[src/rtl/multiplexer_pkg.sv]
// Shared types for the arbitrated multiplexer: arbitration mode and packet-lock state.
package multiplexer_pkg;

  typedef enum logic {
    MUX_ROUND_ROBIN,
    MUX_FIXED
  } mux_mode_t;

  typedef enum logic {
    UNLOCKED,
    LOCKED
  } mux_lock_state_t;

endpackage

[src/rtl/round_robin_arbiter.sv]
// Combinational round-robin arbiter: first requester at or above rr_ptr, with wrap-around.
module round_robin_arbiter #(
  parameter int unsigned SELECT_WIDTH = 2
) (
  input  logic [(2**SELECT_WIDTH)-1:0] request,
  input  logic [SELECT_WIDTH-1:0]      rr_ptr,
  output logic [SELECT_WIDTH-1:0]      grant,
  output logic                         grant_valid
);

  localparam int unsigned N = 2**SELECT_WIDTH;

  logic [SELECT_WIDTH-1:0] w_idx;

  // The index sum wraps naturally at SELECT_WIDTH bits, giving the circular search order.
  always_comb begin
    grant       = '0;
    grant_valid = 1'b0;
    w_idx       = '0;
    for (int unsigned k = 0; k < N; k++) begin
      w_idx = rr_ptr + SELECT_WIDTH'(k);
      if (!grant_valid && request[w_idx]) begin
        grant       = w_idx;
        grant_valid = 1'b1;
      end
    end
  end

endmodule

[src/rtl/arbitrated_multiplexer.sv]
// Registered N-to-1 multiplexer with valid/ready handshakes, round-robin or fixed arbitration,
// and packet locking so multi-beat packets are never interleaved.
module arbitrated_multiplexer
  import multiplexer_pkg::*;
#(
  parameter int unsigned SELECT_WIDTH = 2,
  parameter int unsigned DATA_WIDTH   = 8
) (
  input  logic                          clk,
  input  logic                          reset,
  input  logic                          mode,
  input  logic [SELECT_WIDTH-1:0]       control_signals,
  input  logic [(2**SELECT_WIDTH)-1:0]  in_valid,
  input  logic [DATA_WIDTH-1:0]         in_data [2**SELECT_WIDTH],
  input  logic [(2**SELECT_WIDTH)-1:0]  in_last,
  output logic [(2**SELECT_WIDTH)-1:0]  in_ready,
  output logic                          out_valid,
  output logic [DATA_WIDTH-1:0]         out_data,
  output logic                          out_last,
  output logic [SELECT_WIDTH-1:0]       out_channel,
  input  logic                          out_ready
);

  mux_lock_state_t         r_state;
  mux_lock_state_t         w_state_next;
  mux_mode_t               r_lock_mode;
  mux_mode_t               w_mode_eff;
  logic [SELECT_WIDTH-1:0] r_lock_owner;
  logic [SELECT_WIDTH-1:0] r_rr_ptr;

  logic                    r_out_valid;
  logic [DATA_WIDTH-1:0]   r_out_data;
  logic                    r_out_last;
  logic [SELECT_WIDTH-1:0] r_out_channel;

  logic [SELECT_WIDTH-1:0] w_rr_grant;
  logic                    w_rr_grant_valid;
  logic [SELECT_WIDTH-1:0] w_grant;
  logic                    w_grant_valid;
  logic                    w_space;
  logic                    w_accept;
  logic                    w_last_beat;

  round_robin_arbiter #(
    .SELECT_WIDTH(SELECT_WIDTH)
  ) u_rr_arbiter (
    .request    (in_valid),
    .rr_ptr     (r_rr_ptr),
    .grant      (w_rr_grant),
    .grant_valid(w_rr_grant_valid)
  );

  // While locked, the owner keeps the grant and the mode captured at packet start applies.
  always_comb begin
    w_mode_eff    = (r_state == LOCKED) ? r_lock_mode : mux_mode_t'(mode);
    w_grant       = w_rr_grant;
    w_grant_valid = w_rr_grant_valid;
    if (r_state == LOCKED) begin
      w_grant       = r_lock_owner;
      w_grant_valid = in_valid[r_lock_owner];
    end else if (w_mode_eff == MUX_FIXED) begin
      w_grant       = control_signals;
      w_grant_valid = in_valid[control_signals];
    end
  end

  assign w_space     = !r_out_valid || out_ready;
  assign w_accept    = w_space && w_grant_valid && !reset;
  assign w_last_beat = in_last[w_grant];

  always_comb begin
    in_ready = '0;
    if (w_accept) begin
      in_ready[w_grant] = 1'b1;
    end
  end

  always_comb begin
    w_state_next = r_state;
    case (r_state)
      UNLOCKED: if (w_accept && !w_last_beat) w_state_next = LOCKED;
      LOCKED:   if (w_accept && w_last_beat)  w_state_next = UNLOCKED;
      default:  w_state_next = UNLOCKED;
    endcase
  end

  always_ff @(posedge clk or posedge reset) begin
    if (reset) begin
      r_state      <= UNLOCKED;
      r_lock_owner <= '0;
      r_lock_mode  <= MUX_ROUND_ROBIN;
      r_rr_ptr     <= '0;
    end else begin
      r_state <= w_state_next;
      if (r_state == UNLOCKED && w_accept && !w_last_beat) begin
        r_lock_owner <= w_grant;
        r_lock_mode  <= w_mode_eff;
      end
      if (w_accept && w_last_beat) begin
        r_rr_ptr <= w_grant + SELECT_WIDTH'(1);
      end
    end
  end

  always_ff @(posedge clk or posedge reset) begin
    if (reset) begin
      r_out_valid   <= 1'b0;
      r_out_data    <= '0;
      r_out_last    <= 1'b0;
      r_out_channel <= '0;
    end else if (w_accept) begin
      r_out_valid   <= 1'b1;
      r_out_data    <= in_data[w_grant];
      r_out_last    <= w_last_beat;
      r_out_channel <= w_grant;
    end else if (out_ready) begin
      r_out_valid <= 1'b0;
    end
  end

  assign out_valid   = r_out_valid;
  assign out_data    = r_out_data;
  assign out_last    = r_out_last;
  assign out_channel = r_out_channel;

endmodule

[config.mk]
export PLATFORM = sky130hd
export DESIGN_NAME = arbitrated_multiplexer
export DESIGN_NICKNAME = d
export VERILOG_FILES = /design/src/rtl/multiplexer_pkg.sv /design/src/rtl/round_robin_arbiter.sv /design/src/rtl/arbitrated_multiplexer.sv
export SDC_FILE = /design/constraint.sdc
export NUM_CORES = 1
export LEC_CHECK = 0
export CELL_PAD_IN_SITES_DETAIL_PLACEMENT = 1
export CELL_PAD_IN_SITES_GLOBAL_PLACEMENT = 1
export CORE_MARGIN = 8
export CORE_UTILIZATION = 27
export DETAILED_ROUTE_END_ITERATION = 8
export GPL_ROUTABILITY_DRIVEN = 0
export PLACE_DENSITY = 0.77
export SETUP_SLACK_MARGIN = 0.2
export SYNTH_ARGS = -nofsm -noshare
export SYNTH_HDL_FRONTEND = slang
export SYNTH_HIERARCHICAL = 1
export SYNTH_SLANG_ARGS = --single-unit
[constraint.sdc]
create_clock -name clk -period 2.2 [get_ports clk]
set_input_delay 0.22 -clock clk [delete_from_list [all_inputs] [get_ports clk]]
set_output_delay 0.22 -clock clk [all_outputs]
set_load 0.02 [all_outputs]
======== Word-level counts from Yosys, hierarchy flattened ========
Cells that the tools add are included.
operators by class
  $add $sub $neg .......................... 4
  magnitude comparators ................... 9
  muxes and demuxes ....................... 38
  bitwise operators ....................... 2
  reductions and logical operators ........ 18
operators by type and width
  cell                 count
  $lt 2x3->1 const B   7
  $mux 1               19
  $bmux 8 s2           1
  $mux 8               2
  $bmux 1 s2           7
  $mux 2               6
  $logic_and 1x1->1    10
  $logic_not 1->1      6
  $add 2x1->2 const B  2
  $add 2x2->2 const B  2
  $mux 4               1
  $ge 3x3->1 const B   1
  $not 2->3            1
  $demux 1 s2          1
  $ge 2x1->1 const B   1
  $pmux 1 s2           1
  $reduce_bool 2->1    1
  $logic_or 1x1->1     1
  $not 1->1            1
storage, ports and cells
  register bits ........................... 18
  input bits .............................. 46

======== Depth between registers and ports, before layout ========
Gate-level depths: netlist (run 1).
  depth in word-level cells ............... 20
  gate-level depth with buffers ........... 10
  mapped depth without buffers ............ 9

======== By module ========
The synthesis (run 1) kept the hierarchy.
by module, submodules not included
  module                  instances  cells each  area each (um2)  seq. area each (um2)
  arbitrated_multiplexer  1          83          1158.6           425.4
  round_robin_arbiter     1          15          77.6             0.0

======== Worst setup path after synthesis (run 1) ========
Ideal clock, no wire load.
  path type ............................... register to register
  from .................................... reg r_rr_ptr[0]
  to ...................................... reg r_out_data[7] (netlist: out_data[7])
  library setup time ...................... 0.125 ns
  arrival ................................. 2.037 ns
  data required time ...................... 2.075 ns
  setup slack ............................. 0.037 ns
  stages on the path, launching flop included .. 9
  buffers on the path ..................... 1
  period minus slack after synthesis ...... 2.163 ns
  cells stage by stage .................... dfrtp_1 o221ai_1 a21oi_1 mux2_4 nor2_2 o21bai_4 buf_6 mux4_2 mux2_4
on the way
  longest elaborated chain between the ends .. 18
  elaborated cells between the ends (all ways) .. 35
  those cells by class .................... 3 x add/sub; 23 x mux; 1 x bitwise; 8 x reduce/logical
RTL lines
  what                                                  line                           source
  start, declared                                       arbitrated_multiplexer.sv:29   logic [SELECT_WIDTH-1:0] r_rr_ptr;
  start signal, assigned                                arbitrated_multiplexer.sv:100  r_rr_ptr <= w_grant + SELECT_WIDTH'(1);
  branches (longest 11 deep; another with $add 2x1->2)  --
  $mux 2 *                                              round_robin_arbiter.sv:22      if (!grant_valid && request[w_idx]) begin
  named net w_rr_grant[0]                               arbitrated_multiplexer.sv:36   logic [SELECT_WIDTH-1:0] w_rr_grant;
  $mux 2 *                                              arbitrated_multiplexer.sv:61   end else if (w_mode_eff == MUX_FIXED) begin
  $mux 2 *                                              arbitrated_multiplexer.sv:58   if (r_state == LOCKED) begin
  $not 2->3 (implied by the code) *                     arbitrated_multiplexer.sv:113  r_out_data <= in_data[w_grant];
  $bmux 8 s2 *                                          arbitrated_multiplexer.sv:113
  $mux 8 (implied by the code) * (2 in series)          arbitrated_multiplexer.sv:113
  end signal, assigned                                  arbitrated_multiplexer.sv:113
  end, declared                                         arbitrated_multiplexer.sv:32   logic [DATA_WIDTH-1:0] r_out_data;
Mark *: on every way through the listed nets, which the timed path passes. The select of a mux whose other input is x is not followed.
A chain may end at the register's enable or synchronous reset.

======== Final worst setup path (run 1) ========
  from .................................... reg r_rr_ptr[0]
  to ...................................... reg r_out_data[6] (netlist: out_data[6])
The elaborated chain is that of the path after synthesis.

==> results of run 1 <==
[synth_stat cells]
| master | instances |
|---|---|
| mux2_4 | 2 |
| a21boi_0 | 1 |
| a32oi_1 | 1 |
| mux2i_1 | 3 |
| nor3_1 | 1 |
| nor2_1 | 5 |
| mux4_2 | 8 |
| o21ai_2 | 1 |
| inv_2 | 1 |
| o31ai_1 | 1 |
| mux2_2 | 14 |
| a221o_1 | 1 |
| dfrtp_1 | 17 |
| nand2_1 | 3 |
| o211ai_1 | 1 |
| nor2_2 | 1 |
| nand3_1 | 2 |
| nand2b_1 | 3 |
| inv_1 | 7 |
| o221ai_1 | 1 |
| o21bai_1 | 1 |
| and2_1 | 5 |
| o21ai_0 | 1 |
| buf_6 | 2 |
| o21bai_4 | 1 |
| ha_1 | 4 |
| a21oi_1 | 4 |
| a21oi_2 | 1 |
| mux4_1 | 3 |
| and2_2 | 1 |
| clkinv_1 | 1 |
[final timing paths]
kind                                                  from                         end  slack, ns  cells past startpoint
worst max-delay path               r_rr_ptr[0]$_DFFE_PP0P_     out_data[6]$_DFFE_PP0P_      -0.17                      9
worst min-delay path                                 reset       out_valid$_DFFE_PP0P_       0.33                      3
worst max register to register     r_rr_ptr[0]$_DFFE_PP0P_     out_data[6]$_DFFE_PP0P_      -0.17                      9
worst min register to register  out_channel[0]$_DFFE_PP0P_  out_channel[0]$_DFFE_PP0P_       0.51                      1
max in group asynchronous                            reset     r_rr_ptr[1]$_DFFE_PP0P_       1.66                      3
min in group clk                out_channel[0]$_DFFE_PP0P_  out_channel[0]$_DFFE_PP0P_       0.51                      1
[per-stage QoR]
stage,power [mW],instances,hold WS [ns],setup WS (ns)
after floorplan,1.50,98,0.154,0.0374
final,2.65,235,0.331,-0.172
after global routing,2.85,235,0.375,-0.251
after global placement,2.15,227,0.492,-0.625
after detailed placement,2.22,227,0.498,-0.754
after CTS,2.63,233,0.346,-0.169
[worst max-delay path, cell delays in order, from the launching register on]
cell and delay [ns]:
dfrtp_1 0.43, o221ai_2 0.22, a21oi_2 0.08, mux2_4 0.29, nor2_4 0.09, o21bai_4 0.16, buf_6 0.13, buf_6 0.09
mux4_2 0.49, mux2_4 0.27
[where the power goes]
| part | leakage [nW] | internal, mW | switching [mW] |
|---|---|---|---|
| combinational | 0.704 | 1.05 | 0.781 |
| clock | 0.0255 | 0.126 | 0.111 |
| sequential | 0.200 | 0.473 | 0.112 |
[cell families after synthesis]
logic type | Yosys count | share of synthesized area (%)
compound gates | 15 | 9.62
simple gates | 21 | 8.81
fa+ha+maj | 4 | 4.05
mux | 30 | 38.6
flops | 17 | 34.4
buf+inv | 11 | 4.55
[what timing repair did]
item                       4_1_cts  5_1_grt
hold buffers                     0        0
gates resized for setup         46        6
pin swaps                        4        2
buffers inserted                 2        2
setup endpoints to repair       19       20
[registers in the layout, summed over array words and instances (netlist names), named ones only]
register,flops
out_valid,1
out_channel,2
out_data,8
out_last,1
r_rr_ptr,2
r_lock_owner,2
[per-layer routing]
layer	part of all wire [%]	up-vias	GRT usage (%)
met1	41	549	14.6
met5	0	-	0
met2	52	43	22.5
met3	6.1	4	4.39
li1	-	538	-
met4	0.80	0	2.04
[cell type report]
class	instances	area, um2
Clock inverter	1	5.00
Tap cell	52	65.1
Inverter	9	33.8
Sequential cell	17	427
Timing Repair Buffer	83	783
Clock buffer	3	41.3
Fill cell	472	2190
Multi-Input combinational cell	70	836
==> qor.yml, run 1 <==
run_status:
  outcome: "complete, but fails checks"
  violations: "negative setup slack"
timing:
  tns_ns: -1.55
  slew_viol_final: 0
  worst_slew_pin_slew_ns: 0.376
  finalSetupViolCount: 12
  slew_headroom_pct: 74.9
  min_period_ns: 2.37
  timing.fmax_ghz: 0.422
  setup_ws_ns: -0.172
  rsz0062_at_grt: "true"
  fin_crit_sh_pct: 108
  fin_skew_ns: 0.00680
  hold_violations: 0
synth:
  synth_cells: 98
  yosys.area.top_type: "dfrtp_1"
  synth-seq-cells: 17
  yosys_warnings: 6
  syn_area_per_cell_um2: 12.6
  synth_nets: 148
  synthDistinctLibCells: 31
  yosysSeqAreaShare_pct: 34.4
  netlist_area_mm2: 0.00124
  yosysTopAreaCellShare_pct: 34.4
  synth_area_leaders: "dfrtp_1, mux4_2, mux2_2, mux4_1, ha_1"
clock_network:
  cts-root-buf: "clkbuf_8"
  cts_tree: "built"
  cts_sinks: 17
  clock_latency_ns: 0.25
  clkSlewWorstSetupHoldPaths_ns: 0.07
  clock_path_buffers: 2
  cts_max_level: 1
  cts_buffers: 3
die:
  coreArea_mm2: 0.00438
  dieArea_mm2: 0.00700
  rows: 24
  die_x_um: 83.7
  start_util_pct: 28.2
  die_y_um: 83.7
  io_pins: 62
routing:
  dr.pass1.iters: 4
  drt_wl_total_um: 4520
  vias: 1134
  drt_iter0_drc: 60
  viasPerCell: 4.83
  drc: 0
  final_antenna_net_count: 0
  routedWlPerCell_um: 19.2
layout:
  drive_above_1_share_pct: 39.9
  final_area_mm2: 0.00219
  layout_commonest_cell: "clkdlybuf4s50_1"
  area_growth_pct: 77.2
  final_util_pct: 50.0
  mostFrequentLayoutCells: "clkdlybuf4s50_1, buf_4, dfrtp_1"
  nets: 234
  antenna_cells: 0
power:
  cellPowerDensity_mw_per_mm2: 1210
  vdd_drop_max_v: 0.000618
  p_leak_nw: 0.930
grt:
  overflow: 0
  grt_usage_pct: 12.8
  first_global_vias: 1354
  antenna_found_initial: 0
  grt_pass1_wl_um: 7380
  grt_max_degree: 18
placed_design:
  io_buffer_count: 61
  place_area_mm2: 0.00202
  hpwl_um: 3680
critical_path:
  end_kind: "register"
  path_max_fanout: 4
  start_kind: "register"
  cp.arrival_ns: 2.51
  worst-endpoint-required_ns: 2.33
  crit_type: "register to register"
run:
  maxCapViolCount: 0
hold_path:
  hold_path_class: "input port to async pin"
(Power assumes the default switching activity.)
==> inputs of run 2 (changes only) <==
- SLEW_MARGIN: default -> 20
==> results of run 2 <==
No change in the layout: final DEF, timing and power equal those of run 1.
==> inputs of run 3 (changes only) <==
- CTS_CLUSTER_SIZE: default -> 16
==> results of run 3 <==
No change in the layout: final DEF, timing and power equal those of run 1.
